==> src/rtl/vga_timing_pkg.sv <==
// Shared timing defaults and phase encodings for the VGA timing generator.
package vga_timing_pkg;

    localparam int unsigned CNT_W         = 10;
    localparam int unsigned CE_DIV_DEF    = 2;
    localparam int unsigned H_VISIBLE_DEF = 640;
    localparam int unsigned H_FRONT_DEF   = 16;
    localparam int unsigned H_SYNC_DEF    = 96;
    localparam int unsigned H_BACK_DEF    = 48;
    localparam int unsigned V_VISIBLE_DEF = 480;
    localparam int unsigned V_FRONT_DEF   = 10;
    localparam int unsigned V_SYNC_DEF    = 2;
    localparam int unsigned V_BACK_DEF    = 33;

    localparam int unsigned H_TOTAL_DEF =
        H_VISIBLE_DEF + H_FRONT_DEF + H_SYNC_DEF + H_BACK_DEF;
    localparam int unsigned V_TOTAL_DEF =
        V_VISIBLE_DEF + V_FRONT_DEF + V_SYNC_DEF + V_BACK_DEF;

    typedef enum logic [1:0] {HAct, HFp, HSync, HBp} h_phase_t;
    typedef enum logic [1:0] {VAct, VFp, VSync, VBp} v_phase_t;

endpackage

==> src/rtl/mod_counter.sv <==
// Wrap-at-Max counter with enable; exposes its next-state value and a wrap strobe.
module mod_counter
    import vga_timing_pkg::*;
#(
    parameter int unsigned Width = CNT_W,
    parameter int unsigned Max   = H_TOTAL_DEF - 1
) (
    input  logic             clk_i,
    input  logic             rst_i,
    input  logic             en_i,
    output logic [Width-1:0] cnt_o,
    output logic [Width-1:0] cnt_d_o,
    output logic             wrap_o
);

    logic [Width-1:0] cnt_q, cnt_d;

    always_comb begin
        wrap_o = !rst_i && en_i && (cnt_q == Width'(Max));
        cnt_d  = cnt_q;
        if (rst_i || wrap_o) begin
            cnt_d = '0;
        end else if (en_i) begin
            cnt_d = cnt_q + Width'(1);
        end
    end

    always_ff @(posedge clk_i) begin
        if (rst_i) begin
            cnt_q <= '0;
        end else begin
            cnt_q <= cnt_d;
        end
    end

    assign cnt_o   = cnt_q;
    assign cnt_d_o = cnt_d;

endmodule

==> src/rtl/vga_timing_gen.sv <==
// VGA raster timing: prescaled pixel counters, phase FSMs and registered sync/blank strobes.
module vga_timing_gen
    import vga_timing_pkg::*;
#(
    parameter int unsigned CE_DIV    = CE_DIV_DEF,
    parameter int unsigned H_VISIBLE = H_VISIBLE_DEF,
    parameter int unsigned H_FRONT   = H_FRONT_DEF,
    parameter int unsigned H_SYNC    = H_SYNC_DEF,
    parameter int unsigned H_BACK    = H_BACK_DEF,
    parameter int unsigned V_VISIBLE = V_VISIBLE_DEF,
    parameter int unsigned V_FRONT   = V_FRONT_DEF,
    parameter int unsigned V_SYNC    = V_SYNC_DEF,
    parameter int unsigned V_BACK    = V_BACK_DEF
) (
    input  logic             Clk,
    input  logic             Reset,
    output logic             pixel_ce,
    output logic [CNT_W-1:0] DrawX,
    output logic [CNT_W-1:0] DrawY,
    output logic             hs_n,
    output logic             vs_n,
    output logic             blank_n,
    output logic             frame_tick
);

    localparam int unsigned H_TOTAL  = H_VISIBLE + H_FRONT + H_SYNC + H_BACK;
    localparam int unsigned V_TOTAL  = V_VISIBLE + V_FRONT + V_SYNC + V_BACK;
    localparam int unsigned H_SYNC_0 = H_VISIBLE + H_FRONT;
    localparam int unsigned H_BACK_0 = H_SYNC_0 + H_SYNC;
    localparam int unsigned V_SYNC_0 = V_VISIBLE + V_FRONT;
    localparam int unsigned V_BACK_0 = V_SYNC_0 + V_SYNC;

    logic [1:0]       ce_cnt, ce_cnt_d;
    logic             ce_wrap, h_wrap, v_wrap;
    logic [CNT_W-1:0] x_q, x_d, y_q, y_d;
    h_phase_t         h_state_q, h_state_d;
    v_phase_t         v_state_q, v_state_d;
    logic             hs_n_d, vs_n_d, blank_n_d, frame_tick_d;
    logic             hs_n_q, vs_n_q, blank_n_q, frame_tick_q;

    mod_counter #(.Width(2), .Max(CE_DIV - 1)) u_ce_cnt (
        .clk_i  (Clk),
        .rst_i  (Reset),
        .en_i   (1'b1),
        .cnt_o  (ce_cnt),
        .cnt_d_o(ce_cnt_d),
        .wrap_o (ce_wrap)
    );

    mod_counter #(.Width(CNT_W), .Max(H_TOTAL - 1)) u_h_cnt (
        .clk_i  (Clk),
        .rst_i  (Reset),
        .en_i   (ce_wrap),
        .cnt_o  (x_q),
        .cnt_d_o(x_d),
        .wrap_o (h_wrap)
    );

    mod_counter #(.Width(CNT_W), .Max(V_TOTAL - 1)) u_v_cnt (
        .clk_i  (Clk),
        .rst_i  (Reset),
        .en_i   (h_wrap),
        .cnt_o  (y_q),
        .cnt_d_o(y_d),
        .wrap_o (v_wrap)
    );

    logic unused_sig;
    assign unused_sig = ^{ce_cnt, ce_cnt_d, v_wrap};

    // Phases are decoded from the next counter values so the registered strobes line up
    // with the coordinates presented in the same cycle.
    always_comb begin
        h_state_d = h_state_q;
        v_state_d = v_state_q;
        if (Reset) begin
            h_state_d = HAct;
            v_state_d = VAct;
        end else begin
            if (ce_wrap) begin
                if (x_d == '0)                         h_state_d = HAct;
                else if (x_d == CNT_W'(H_VISIBLE))     h_state_d = HFp;
                else if (x_d == CNT_W'(H_SYNC_0))      h_state_d = HSync;
                else if (x_d == CNT_W'(H_BACK_0))      h_state_d = HBp;
            end
            if (h_wrap) begin
                if (y_d == '0)                         v_state_d = VAct;
                else if (y_d == CNT_W'(V_VISIBLE))     v_state_d = VFp;
                else if (y_d == CNT_W'(V_SYNC_0))      v_state_d = VSync;
                else if (y_d == CNT_W'(V_BACK_0))      v_state_d = VBp;
            end
        end
        hs_n_d       = (h_state_d != HSync);
        vs_n_d       = (v_state_d != VSync);
        blank_n_d    = (h_state_d == HAct) && (v_state_d == VAct);
        frame_tick_d = h_wrap && (y_d == CNT_W'(V_VISIBLE));
    end

    always_ff @(posedge Clk) begin
        if (Reset) begin
            h_state_q    <= HAct;
            v_state_q    <= VAct;
            hs_n_q       <= 1'b1;
            vs_n_q       <= 1'b1;
            blank_n_q    <= 1'b1;
            frame_tick_q <= 1'b0;
        end else begin
            h_state_q    <= h_state_d;
            v_state_q    <= v_state_d;
            hs_n_q       <= hs_n_d;
            vs_n_q       <= vs_n_d;
            blank_n_q    <= blank_n_d;
            frame_tick_q <= frame_tick_d;
        end
    end

    assign pixel_ce   = ce_wrap;
    assign DrawX      = x_q;
    assign DrawY      = y_q;
    assign hs_n       = hs_n_q;
    assign vs_n       = vs_n_q;
    assign blank_n    = blank_n_q;
    assign frame_tick = frame_tick_q;

endmodule

==> config.mk <==
export PLATFORM = sky130hd
export DESIGN_NAME = vga_timing_gen
export DESIGN_NICKNAME = d
export VERILOG_FILES = /design/src/rtl/vga_timing_pkg.sv /design/src/rtl/mod_counter.sv /design/src/rtl/vga_timing_gen.sv
export SDC_FILE = /design/constraint.sdc
export NUM_CORES = 1
export LEC_CHECK = 0
export ABC_AREA = 1
export BUFFER_PORTS_ARGS = -buffer_cell sky130_fd_sc_hd__buf_2
export CORE_MARGIN = 3
export CORE_UTILIZATION = 45
export CTS_BUF_LIST = sky130_fd_sc_hd__clkbuf_16
export DETAILED_ROUTE_END_ITERATION = 12
export GPL_ROUTABILITY_DRIVEN = 0
export PLACE_DENSITY = 0.73
export SYNTH_ARGS = -nofsm -noshare
export SYNTH_HDL_FRONTEND = slang
export SYNTH_SLANG_ARGS = --single-unit
==> constraint.sdc <==
create_clock -name Clk -period 3.5 [get_ports Clk]
set_input_delay 0.35 -clock Clk [delete_from_list [all_inputs] [get_ports Clk]]
set_output_delay 0.35 -clock Clk [all_outputs]
set_load 0.005 [all_outputs]
== After elaboration in Yosys (flattened, before gate mapping) ==
Index checks and enable logic that the tools add are counted.
Cells by class
  $add $sub $neg: 3
  multipliers: 0
  div/mod/pow operators: 0
  $lt $le $gt $ge: 0
  eq/ne operators: 11
  shifts and indexed selects: 0
  muxes and demuxes: 16
  bitwise gates (word level): 0
  reduce and logical (&&, ||, !) cells: 16
Operators by type and width (count)
  10-bit equality test, second input constant: 5
  10-bit 2-to-1 mux: 4
  10-bit by 9-bit equality test with 1-bit output, second input constant: 3
  2-bit 2-to-1 mux: 12
  10-bit by 1-bit adder with 10-bit output, second input constant: 2
  10-bit logical NOT: 2
  1-bit logical AND: 7
  2-bit logical NOT: 2
  2-bit inequality test, second input constant: 2
  1-bit logical OR: 3
  2-bit by 1-bit adder with 2-bit output, second input constant: 1
  2-bit by 1-bit equality test with 1-bit output, second input constant: 1
  2-bit OR reduction: 1
  1-bit logical NOT: 1
Storage, ports and cells
  flip-flop bits (word level): 30
  latch bits: 0
  memory bits (writable): 0
  ROM bits: 0
  input bits: 2
  memories kept: 0

== Logic depth before layout (Yosys ltp) ==
Gate-level depths: netlist of the first run.
  word-level depth: 17
  gate-level depth with buffers: 18
  gate-level depth less buffers: 18

== Modules after synthesis ==
A second synthesis of the first run with hierarchy kept.
Unflattened totals
  cell total of the unflattened synthesis: 295
  area, all modules: 1856.8 µm²
Modules (own cells, without submodules)
  mod_counter at u_v_cnt: times used 1, cells each 87, area each 584.3 µm², seq. area each 200.2 µm²
  mod_counter at u_h_cnt: times used 1, cells each 84, area each 583.1 µm², seq. area each 200.2 µm²
  vga_timing_gen: times used 1, cells each 105, area each 569.3 µm², seq. area each 160.2 µm²
  mod_counter at u_ce_cnt: times used 1, cells each 19, area each 120.1 µm², seq. area each 40.0 µm²

== Worst setup path before layout of the first run ==
OpenSTA, ideal clock, no wires.
  kind: flip-flop to flip-flop
  from: register u_ce_cnt.cnt_q[0], in the netlist u_ce_cnt.cnt_o[0]
  to: register blank_n_q, in the netlist blank_n
  setup time: 73 ps
  arrival: 1975 ps
  setup slack: 1452 ps
  cell stages (with the launch flop): 16
  buffers on the path: 1
  period minus slack after synthesis: 2048 ps
  cell sequence: dfxtp_1 ha_1 inv_2 nor2_4 nand2_4 nor2_8 nor2_4 buf_6 nand2_2 nand2_1 nor2_1 nand3b_1 and2_1 nand2_2 nand3_2 nor3_2
On the way
  word-level cells in the longest chain between the ends: 17
Ends and longest elaborated chain
  from (decl): RTL line mod_counter.sv:16  | logic [Width-1:0] cnt_q, cnt_d;
  from (signal assigned): RTL line mod_counter.sv:32  | cnt_q <= cnt_d;
  2-bit by 1-bit equality test with 1-bit output *: RTL line mod_counter.sv:19  | wrap_o = !rst_i && en_i && (cnt_q == Width'(Max));
  1-bit logical AND *: RTL line mod_counter.sv:19
  via pixel_ce: RTL line vga_timing_gen.sv:17  | output logic pixel_ce,
  1-bit logical AND (4 in series): RTL line mod_counter.sv:19
  1-bit logical OR: RTL line mod_counter.sv:21  | if (rst_i || wrap_o) begin
  10-bit 2-to-1 mux: RTL line mod_counter.sv:21
  10-bit by 9-bit equality test with 1-bit output: RTL line vga_timing_gen.sv:90  | else if (y_d == CNT_W'(V_BACK_0)) v_state_d = VBp;
  2-bit 2-to-1 mux: RTL line vga_timing_gen.sv:90
  2-bit 2-to-1 mux: RTL line vga_timing_gen.sv:89  | else if (y_d == CNT_W'(V_SYNC_0)) v_state_d = VSync;
  2-bit 2-to-1 mux: RTL line vga_timing_gen.sv:88  | else if (y_d == CNT_W'(V_VISIBLE)) v_state_d = VFp;
  2-bit 2-to-1 mux: RTL line vga_timing_gen.sv:87  | if (y_d == '0) v_state_d = VAct;
  2-bit 2-to-1 mux: RTL line vga_timing_gen.sv:86  | if (h_wrap) begin
  2-bit 2-to-1 mux: RTL line vga_timing_gen.sv:76  | if (Reset) begin
  2-bit logical NOT: RTL line vga_timing_gen.sv:95  | blank_n_d = (h_state_d == HAct) && (v_state_d == VAct);
  1-bit logical AND *: RTL line vga_timing_gen.sv:95
  to (signal assigned): RTL line vga_timing_gen.sv:112  | blank_n_q <= blank_n_d;
  to (decl): RTL line vga_timing_gen.sv:39  | logic hs_n_q, vs_n_q, blank_n_q, frame_tick_q;
The timed path passes the listed nets; every way through them passes the cells marked *.
A chain may end at the register's enable or synchronous reset.

== Final worst setup path of the first run ==
  from: register u_h_cnt.cnt_q[0], in the netlist u_h_cnt.cnt_o[0]
  to: register blank_n_q, in the netlist blank_n
On the way
  word-level cells in the longest chain between the ends: 15
Ends and longest elaborated chain (RTL line)
  from (decl): mod_counter.sv:16
  from (signal assigned): mod_counter.sv:32
  branches (longest 14 deep; another with 10-bit by 1-bit adder with 10-bit output)
  1-bit logical AND *: vga_timing_gen.sv:95
Every way passes the cells marked *.

==> results.md, run 1 <==
* Number of pins with negative max-slew slack in the final report at 0
* HPWL after DPL at 3880 um
* Full die area at 5430 sq um
* Setup violations, final at 0
* Unrepaired setup endpoints after global routing: no
* Cells resized by post-CTS repair at 0
* Depth of the CTS H-tree at 2
* Setup crit start kind: register
* Layout overhead on the synthesized area at 15.1%
* Inserted Diodes at 0
* Average routed wire per standard cell at 11.7 um
* First-pass GRT wire length at 8420 um
* Most common cell after layout, fill and taps aside: nand2_1
* Standard-cell row count at 23
* Largest delay share family, worst path: simple AND/OR/NAND/NOR gates
* Basic-gate share of the synthesized area counting and, or, nand and nor cells at 0.529
* Number of global-route vias before repair at 1973
* Gr usage total at 0.195
* Post-Syn Area at 2060 sq um
* CTS tree: built
* Max Buffers Root-to-Sink at 2
* Post-route ant nets at 0
* Max cap viols at 0
* Initial cell density of the core at 0.490
* Library cells used by synthesis at 25
* Post-synthesis mux area share at 0
* Die outline width at 73.7 um
* DRC violations left at 0
* Final sum of negative setup slack at 0 ns
* Clock sink count at 30
* Worst min-delay path endpoint: u_ce_cnt.cnt_o[0]
* Type of the tightest min-delay check: register to register
* Initial antenna violation count at 0
* Total CTS buffers at 5
* Internal reg-to-reg setup slack at 1.05 ns
* Synthesized-area fraction occupied by xor and xnor cells at 0.0170
* Number of nets in the layout at 375
* Compound-gate portion of the synthesized area at 0.0249
* Final Instance Count excl. Fillers at 420
* Router iterations before antenna repair at 4
* Worst Max-Slew Pin Slew at 0.356 ns
* Combinational family with the most area after synthesis: simple AND/OR/NAND/NOR gates
* Clock period minus final worst setup slack at 2.45 ns
* Part of the cycle the worst path needs at 0.700
* Yosys warning count at 0
* Beginning of the worst register-to-register path: u_h_cnt.cnt_o[0]
* Static leakage at 1.39 nW
* Vias per cell at 5.03
* Min-Delay Startpoint: u_ce_cnt.cnt_o[0]
* Clock-pin slew of the registers on the worst-case setup and hold paths at 0.05 ns
* Critical-path cell list: ha_1, nand2_1, nor2_4, nand3_2, nand2_4, nand2_4, nand2_1, nand2_1, nor2_1, nand3_1, nand2_1, nor2_1, nand2_1, nand2_1, nor3_2
* Post-route total power at 0.000798 W
* Register bit total from synthesis at 30
* Post-CTS Repair Setup Buffers at 0
* Status: finished clean
* Critical path type: register to register
* Hold violation count in the final report at 0
* Delay contributed by the slowest stage of the critical path at 0.44 ns
* Highest ir drop seen on vdd at 0.243 mV
* Top library cells by usage in the layout, fill and taps aside: nand2_1 (121), inv_1 (51), nor2_1 (38), nand3_1 (36), dfxtp_1 (30)
* Area share of fa/ha/maj cells after synthesis at 0.0243
* Worst r2r dst: blank_n
* Count of port buffers added during placement at 26
* Number of DRC markers in iteration 0 at 149
* Highest fanout seen on the critical path at 14
* Post-Syn Nets at 344
* Crit path buf inv count at 0
* Later-pin clock latency in the skew report at 0.27 ns
* Pin count of the biggest net entering global routing at 15
* Nature of the critical path endpoint: register
* Most used cell along the critical path: nand2_1
* Max-Slew Margin vs Limit at 0.762
* Number of top-level design ports at 27
* Overall overflow remaining after global route at 0
* Cts-stage hold buffer count at 0
* Post-Syn Area per Cell at 6.10 sq um
* Max Freq at 408 MHz
* Die height at 73.7 um
* WL final at 4920 um
* Slowest cell on the critical path: dfxtp_1
* Worst EP arrival at 2.65 ns
* Cells after Synth at 338
* Worst clock skew at 0.00475 ns
* Clock root buffer: clkbuf_16
* Post-synthesis sequential area ratio at 0.291
* Core Region at 4200 sq um
* Total power density per cell area at 336 nW/um^2
* Cell depth of the worst min-delay path at 1
* Vias after detailed routing at 2113
* Worst Reg-to-Reg Cells at 15
* Post-Place Cells at 412
* Layout cell share with drive strength beyond 1 at 0.162
* Critical path data required time at 3.70 ns
-- worst max-delay path by stage --
stage	cells after the start	to	start	slack [ns]
after floorplan	15	blank_n	u_ce_cnt.cnt_o[0]	1.45
after global placement	15	blank_n	u_h_cnt.cnt_o[0]	1.10
after detailed placement	15	blank_n	u_h_cnt.cnt_o[0]	1.10
after CTS	15	blank_n	u_h_cnt.cnt_o[0]	1.06
after global routing	15	blank_n	u_h_cnt.cnt_o[0]	0.79
final	15	blank_n	u_h_cnt.cnt_o[0]	1.05
-- through the flow --
stage          hold slack [ns]   util  instance area [sq um]  setup WS (ns)
2_1_floorplan            0.397      -                   2060           1.45
3_3_place_gp             0.405  0.531                   2230           1.10
3_5_place_dp             0.421  0.531                   2230           1.10
4_1_cts                  0.428  0.565                   2370           1.06
5_1_grt                  0.445  0.565                   2370          0.789
6_report                 0.446  0.565                   2370           1.05
-- sequential cells by signal, indices dropped and copies added, names as in the netlist --
register        count
hs_n                1
frame_tick          1
u_v_cnt.cnt_o      10
u_ce_cnt.cnt_o      2
h_state_q           2
blank_n             1
v_state_q           2
vs_n                1
u_h_cnt.cnt_o      10
-- Yosys cell counts (all sizes together) --
cell type	number	share of area
a21boi	1	0.0036
a21oi	1	0.0024
and2	1	0.0030
buf	2	0.011
dfxtp	30	0.29
ha	4	0.024
inv	56	0.10
nand2	127	0.25
nand3	40	0.11
nand3b	4	0.015
nand4	11	0.033
nor2	48	0.12
nor3	2	0.0073
o21ai	7	0.019
xor2	4	0.017
-- final cells by class --
| class | count | area (sq um) |
|---|---|---|
| well taps | 50 | 62.6 |
| repair buffers | 26 | 130 |
| multi-input cells | 250 | 1230 |
| fillers | 434 | 1830 |
| clock buffers | 5 | 125 |
| flip-flops and latches | 30 | 601 |
| inverters | 56 | 210 |
| clock inverters | 3 | 16.3 |
-- report_power, final --
group	internal (W)	leakage, nW	total, W	switching, W
Sequential	0.000347	0.242	0.000351	0.00000435
Combinational	0.0000144	1.08	0.0000461	0.0000318
Clock	0.000258	0.0672	0.000400	0.000142
-- per-layer routing --
metal  part of all wire  GRT usage  vias up
li1                   -          -     1109
met1               0.49      0.258      950
met2               0.45      0.317       48
met3              0.051     0.0438        6
met4             0.0089     0.0563        0
met5                  0          0        -
-- worst register-to-register path: cells and delay by family (launching register included) --
kind	cells	cell delay, ns
and+or+nand+nor	14	1.71
adders and majority gates	1	0.24
DFF	1	0.44
-- cell families (layout without fill, tap and decap cells) --
group | after synthesis | after routing
DFF | 30 | 30
adders and majority gates | 4 | 4
xor gates and xnor gates | 4 | 4
AOI/OAI and AO/OA | 9 | 9
buffers and inverters | 58 | 90
and+or+nand+nor | 233 | 233
Power figures use the tool's default switching activity.
==> inputs of run 2 (changes only) <==
- ABC_AREA: 1 -> 0
- clock period: 3.5 -> 2.6 ns (I/O delays scaled with it)
==> run 2 against run 1 <==
Compared with the run above: the flow now finishes with violations (negative setup slack); hold slack worse by 0.21 ns; critical path depth decreased by 2; die area fell by 12%; clock-buffer cell count unchanged; synthesized area decreased by 13%; sequential power up 35%; synthesized cell count fell by 41%.
==> results.md, run 2 <==
* Status: complete, but fails checks (was finished clean)
* Violations in the final reports: negative setup slack
* Worst clock skew at 0.00384 ns (was 0.00475 ns)
* Clock period minus final worst setup slack at 2.77 ns (was 2.45 ns)
* Vias per cell at 5.63 (was 5.03)
* Initial antenna violation count at 0 (unchanged)
* Cells after Synth at 198 (was 338)
* Worst EP arrival at 2.93 ns (was 2.65 ns)
* Setup crit start kind: register (unchanged)
* Full die area at 4760 sq um (was 5430 sq um)
* Router iterations before antenna repair at 4 (unchanged)
* Synth async-reset ratio at 0 (unchanged)
* Standard-cell row count at 22 (was 23)
* Number of global-route vias before repair at 1705 (was 1973)
* Number of nets in the layout at 283 (was 375)
* Part of the cycle the worst path needs at 1.06 (was 0.700)
* Leading area contributor after synthesis: dfxtp_1 (unchanged)
* Overall overflow remaining after global route at 0 (unchanged)
* Max cap viols at 0 (unchanged)
* Final design instance area without fill at 2640 sq um (was 2370 sq um)
* Post-Syn Area per Cell at 9.01 sq um (was 6.10 sq um)
* Placed Area at 2260 sq um (was 2230 sq um)
* First-pass GRT wire length at 7880 um (was 8420 um)
* Inserted Diodes at 0 (unchanged)
* Final hold slack at 0.235 ns (was 0.446 ns)
* Post-synthesis sequential area ratio at 0.337 (was 0.291)
* Clock-pin slew of the registers on the worst-case setup and hold paths at 0.05 ns (about the same)
* Number of pins with negative max-slew slack in the final report at 0 (unchanged)
* HPWL after DPL at 3410 um (was 3880 um)
* Post-route total power at 0.00117 W (was 0.000798 W)
* Critical path type: register to register (unchanged)
* Layout overhead on the synthesized area at 47.9% (was 15.1%)
* Setup violations, final at 5 (was 0)
* DRC violations left at 0 (unchanged)
* Final worst-path setup slack at -0.167 ns (was 1.05 ns)
* Max-Slew Margin vs Limit at 0.713 (was 0.762)
* Pin count of the biggest net entering global routing at 12 (was 15)
* Die outline width at 69.0 um (was 73.7 um)
* Clock root buffer: clkbuf_16 (unchanged)
* Static leakage at 1.14 nW (was 1.39 nW)
* Vias after detailed routing at 1837 (was 2113)
* Gr usage total at 0.222 (was 0.195)
* Cells taking the most area after synthesis: dfxtp_1 (34%), xnor2_1 (5.4%), nor2_1 (4.2%), xor2_1 (3.4%), ha_1 (2.8%) (was dfxtp_1 (29%), nand2_1 (22%), inv_1 (9.3%), nand3_1 (8.7%), nor2_1 (6.9%))
* Hold violation count in the final report at 0 (unchanged)
* Number of DRC markers in iteration 0 at 211 (was 149)
* Later-pin clock latency in the skew report at 0.28 ns (was 0.27 ns)
* Top_reg_cell synth: dfxtp_1 (unchanged)
* Total power density per cell area at 442 nW/um^2 (was 336 nW/um^2)
* Depth of the CTS H-tree at 2 (unchanged)
* Core Region at 3740 sq um (was 4200 sq um)
* Max Buffers Root-to-Sink at 2 (unchanged)
* Register bit total from synthesis at 30 (unchanged)
* Post-route ant nets at 0 (unchanged)
* Number of top-level design ports at 27 (unchanged)
* Count of port buffers added during placement at 26 (unchanged)
* Layout cell share with drive strength beyond 1 at 0.453 (was 0.162)
* Worst Max-Slew Pin Slew at 0.429 ns (was 0.356 ns)
* Total CTS buffers at 5 (unchanged)
* Library cells used by synthesis at 50 (was 25)
* Critical path data required time at 2.76 ns (was 3.70 ns)
* Share of the synthesized area in the top cell type at 0.337 (was 0.291)
* Final sum of negative setup slack at -0.470 ns (was 0 ns)
* Commonest cells post-synth: dfxtp_1 (30), nor2_1 (20), xnor2_1 (11) (was nand2_1 (121), inv_1 (51), nor2_1 (38))
* Die height at 69.0 um (was 73.7 um)
* Top-count cell post-synth: dfxtp_1 (was nand2_1)
* Most common cell after layout, fill and taps aside: buf_4 (was nand2_1)
* Cts-stage hold buffer count at 0 (unchanged)
* Unrepaired setup endpoints after global routing: yes (was no)
* WL final at 5370 um (was 4920 um)
* Clock sink count at 30 (unchanged)
* Type of the tightest min-delay check: input pin to register (was register to register)
* Yosys warning count at 0 (unchanged)
* Max Freq at 361 MHz (was 408 MHz)
* Highest fanout seen on the critical path at 6 (was 14)
* Initial cell density of the core at 0.477 (was 0.490)
* CTS tree: built (unchanged)
* Average routed wire per standard cell at 16.5 um (was 11.7 um)
* Highest ir drop seen on vdd at 0.333 mV (was 0.243 mV)
* Nature of the critical path endpoint: register (unchanged)
* Post-synth EDFFs at 0 (unchanged)
* Top library cells by usage in the layout, fill and taps aside: buf_4 (53), buf_2 (26), dfxtp_1 (24), nor2_1 (20), nand2_1 (10) (was nand2_1 (121), inv_1 (51), nor2_1 (38), nand3_1 (36), dfxtp_1 (30))
* Post-Syn Nets at 204 (was 344)
* Post-Syn Area at 1780 sq um (was 2060 sq um)
## run 2: worst paths after layout
| kind | startpoint | to | slack (ns) | cells past startpoint |
|---|---|---|---|---|
| setup reg to reg | u_ce_cnt.cnt_o[1] | vs_n | -0.17 | 13 |
| hold / removal | Reset | u_h_cnt.cnt_o[2] | 0.24 | 2 |
| setup / recovery | u_ce_cnt.cnt_o[1] | vs_n | -0.17 | 13 |
| hold reg to reg | u_ce_cnt.cnt_o[0] | u_ce_cnt.cnt_o[0] | 0.43 | 1 |
## run 2: report_power, final
part	total, W	internal [W]	switching [W]
combinational	0.000132	0.0000734	0.0000589
clock	0.000560	0.000349	0.000211
sequential	0.000473	0.000468	0.00000529
total	0.00117	0.000890	0.000275
## run 2: metrics by stage
step,cells,setup WS (ns),util
after floorplan,198,-0.0643,-
after global placement,306,-0.212,0.604
after detailed placement,306,-0.295,0.604
after CTS,318,-0.103,0.672
after global routing,326,-0.301,0.705
final,326,-0.167,0.705
## run 2: what timing repair did
action                     CTS  global route
buffers inserted             4             8
setup endpoints to repair    6             6
pin swaps                    6            15
gates resized for setup     18            13
## run 2: cells by family (layout without fill, tap and decap cells)
family,count (synthesis),in the layout,synth area share
DFF,30,30,0.337
buffers and inverters,18,98,0.0519
adders and majority gates,4,4,0.0281
muxes,2,2,0.0112
AOI/OAI and AO/OA,30,30,0.126
and+or+nand+nor,96,96,0.358
xor gates and xnor gates,18,18,0.0884
## run 2: layout make-up
cell class                      count  area [sq um]
Multi-Input combinational cell    150          1230
Sequential cell                    30           611
Inverter                            8          30.0
Tap cell                           48          60.1
Clock inverter                      3          16.3
Clock buffer                        5           125
Timing Repair Buffer               82           562
Fill cell                         267          1100
## run 2: critical path, cell delays in order (launching register included)
cell,delay [ns]
dfxtp_2,0.31
inv_2,0.06
ha_4,0.16
nand3b_4,0.11
buf_6,0.14
nor4_4,0.28
buf_4,0.18
nand4_1,0.15
xor2_2,0.25
nor4b_4,0.36
buf_4,0.17
nor4b_4,0.20
o31ai_2,0.13
nand2b_1,0.15
## run 2: routing by layer
metal	GRT usage	up-vias	wire length, um
li1	-	886	-
met4	0.0900	0	93
met2	0.339	69	2560
met1	0.300	871	2370
met5	0	-	0
met3	0.0519	11	355
==> inputs of run 3 (changes only) <==
- CORE_ASPECT_RATIO: not set -> 0.9
- CORE_MARGIN: 3 -> not set
==> run 3 against run 2 <==
Compared with the run above: the run still ends with negative setup slack left; sequential share of layout area decreased by 1.2 points; clock skew is essentially flat; clock power is 2% lower; design area rose by 6.3%; wire length rose by 17%; largest cell class unchanged; fmax down 3.4%; core utilization increased by 4.1 points; combinational power up 5%; critical endpoint is now blank_n.
==> results.md, run 3 (synthesis gave the netlist of run 2 again) <==
* Part of the cycle the worst path needs at 1.10 (was 1.06)
* Int Power at 0.000889 W (was 0.000890 W)
* Gr usage total at 0.267 (was 0.222)
* Final design instance area without fill at 2800 sq um (was 2640 sq um)
* HPWL after DPL at 3370 um (was 3410 um)
* Cts-stage hold buffer count at 0 (unchanged)
* Total CTS buffers at 5 (unchanged)
* Initial cell density of the core at 0.475 (was 0.477)
* Net Sw Frac at 0.236 (about the same)
* Highest ir drop seen on vdd at 0.373 mV (was 0.333 mV)
* Reg power frac at 0.408 (was 0.406)
* Static leakage at 1.23 nW (was 1.14 nW)
* First-pass GRT wire length at 8050 um (was 7880 um)
* Number of nets in the layout at 297 (was 283)
* Vias after detailed routing at 2091 (was 1837)
* Number of top-level design ports at 27 (unchanged)
* Later-pin clock latency in the skew report at 0.28 ns (about the same)
* Worst Max-Slew Pin Slew at 0.444 ns (was 0.429 ns)
* Max Freq at 349 MHz (was 361 MHz)
* Top library cells by usage in the layout, fill and taps aside: buf_4 (62), buf_2 (26), dfxtp_1 (23), nor2_1 (17), nand2_1 (10) (was buf_4 (53), buf_2 (26), dfxtp_1 (24), nor2_1 (20), nand2_1 (10))
* Switch Pwr at 0.000275 W (about the same)
* Critical path type: register to register (unchanged)
* Clock period minus final worst setup slack at 2.86 ns (was 2.77 ns)
* Clock root buffer: clkbuf_16 (unchanged)
* Layout cell share with drive strength beyond 1 at 0.507 (was 0.453)
* Internal reg-to-reg setup slack at -0.26 ns (was -0.17 ns)
* Pin count of the biggest net entering global routing at 11 (was 12)
* Most common cell after layout, fill and taps aside: buf_4 (unchanged)
* Standard-cell row count at 21 (was 22)
* Die outline width at 68.4 um (was 69.0 um)
* Max Buffers Root-to-Sink at 2 (unchanged)
* Highest fanout seen on the critical path at 5 (was 6)
* Worst clock skew at 0.00407 ns (was 0.00384 ns)
* Total power density per cell area at 415 nW/um^2 (was 442 nW/um^2)
* Layout overhead on the synthesized area at 57.2% (was 47.9%)
* Router iterations before antenna repair at 5 (was 4)
* Max cap viols at 0 (unchanged)
* Overall overflow remaining after global route at 0 (unchanged)
* Number of pins with negative max-slew slack in the final report at 0 (unchanged)
* Placed Area at 2290 sq um (was 2260 sq um)
* Vias per cell at 6.19 (was 5.63)
* Number of global-route vias before repair at 1716 (was 1705)
* Hold violation count in the final report at 0 (unchanged)
* Average routed wire per standard cell at 18.6 um (was 16.5 um)
* Max-Slew Margin vs Limit at 0.701 (was 0.713)
* Initial antenna violation count at 0 (unchanged)
* Type of the tightest min-delay check: input pin to register (unchanged)
* Core Region at 3760 sq um (was 3740 sq um)
* WL final at 6280 um (was 5370 um)
* Share of total power in combinational logic at 0.119 (was 0.114)
* Clock network fraction of design power at 0.473 (was 0.481)
* DRC violations left at 0 (unchanged)
* Clock sink count at 30 (unchanged)
* Critical path data required time at 2.79 ns (was 2.76 ns)
* Status: complete, but fails checks (unchanged)
* Fill cell count at 227 (was 267)
* Full die area at 4220 sq um (was 4760 sq um)
* Violations in the final reports: negative setup slack (unchanged)
* Setup crit start kind: register (unchanged)
* Number of DRC markers in iteration 0 at 253 (was 211)
* Post-route ant nets at 0 (unchanged)
* Inserted Diodes at 0 (unchanged)
* Final Core Density at 0.746 (was 0.705)
* CTS tree: built (unchanged)
* Final worst-path setup slack at -0.263 ns (was -0.167 ns)
* Setup violations, final at 8 (was 5)
* Worst EP arrival at 3.06 ns (was 2.93 ns)
* Count of port buffers added during placement at 26 (unchanged)
* Post-route total power at 0.00116 W (was 0.00117 W)
* Depth of the CTS H-tree at 2 (unchanged)
* Clock-pin slew of the registers on the worst-case setup and hold paths at 0.05 ns (about the same)
* Unrepaired setup endpoints after global routing: yes (unchanged)
* Nature of the critical path endpoint: register (unchanged)
* Die height at 61.7 um (was 69.0 um)
==> run 3: timing repair <==
item | 4_1_cts | 5_1_grt
setup buffers | 5 | 18
endpoints found under the setup margin | 8 | 8
pin swaps | 2 | 21
endpoints found under the hold margin | 0 | 0
gates resized for setup | 18 | 29
==> run 3: layout make-up <==
type                       count  area (sq um)  area share
multi-input combinational    150          1280       0.455
tap                           46          57.6      0.0205
inverter                       8          30.0      0.0107
clock buffer                   5           125      0.0446
clock inverter                 3          12.5     0.00446
timing repair buffer          96           688       0.245
sequential                    30           614       0.219
==> run 3: through the flow <==
stage / std cells / TNS [ns] / setup WS [ns] / hold slack, ns
5_1_grt: 338 / -1.97 / -0.354 / 0.407
4_1_cts: 320 / -0.163 / -0.0917 / 0.353
2_1_floorplan: 198 / -0.123 / -0.0643 / 0.398
3_5_place_dp: 307 / -0.892 / -0.260 / 0.414
3_3_place_gp: 307 / -0.539 / -0.207 / 0.406
6_report: 338 / -1.20 / -0.263 / 0.394
==> run 3: metal layers <==
metal | GRT usage | wire (um)
met5 | 0 | 0
met4 | 0.113 | 289
met3 | 0.0858 | 632
met2 | 0.406 | 2750
met1 | 0.348 | 2610
==> run 3: worst paths after layout <==
kind / start / to / cells after the start
worst max-delay path: u_ce_cnt.cnt_o[1] / blank_n / 12
worst min register to register: u_ce_cnt.cnt_o[0] / u_ce_cnt.cnt_o[0] / 1
worst max register to register: u_ce_cnt.cnt_o[1] / blank_n / 12
worst min-delay path: Reset / u_h_cnt.cnt_o[2] / 3
==> run 3: power groups by stage <==
stage	sequential (W)	combinational, W	clock [W]
2_1_floorplan	0.000484	0.0000540	0
3_3_place_gp	0.000482	0.0000873	0
3_5_place_dp	0.000482	0.0000891	0
4_1_cts	0.000475	0.000102	0.000548
5_1_grt	0.000475	0.000146	0.000577
6_report	0.000475	0.000138	0.000551
==> run 3: critical path, cell delays in order (launching register included) <==
cell      delay, ns
dfxtp_2        0.31
inv_2          0.06
ha_4           0.18
nand3b_4       0.11
buf_6          0.15
buf_4          0.13
nor4_2         0.39
mux2i_1        0.16
a21oi_1        0.36
nand3_1        0.20
o31ai_4        0.33
o31ai_2        0.14
nor4_2         0.24
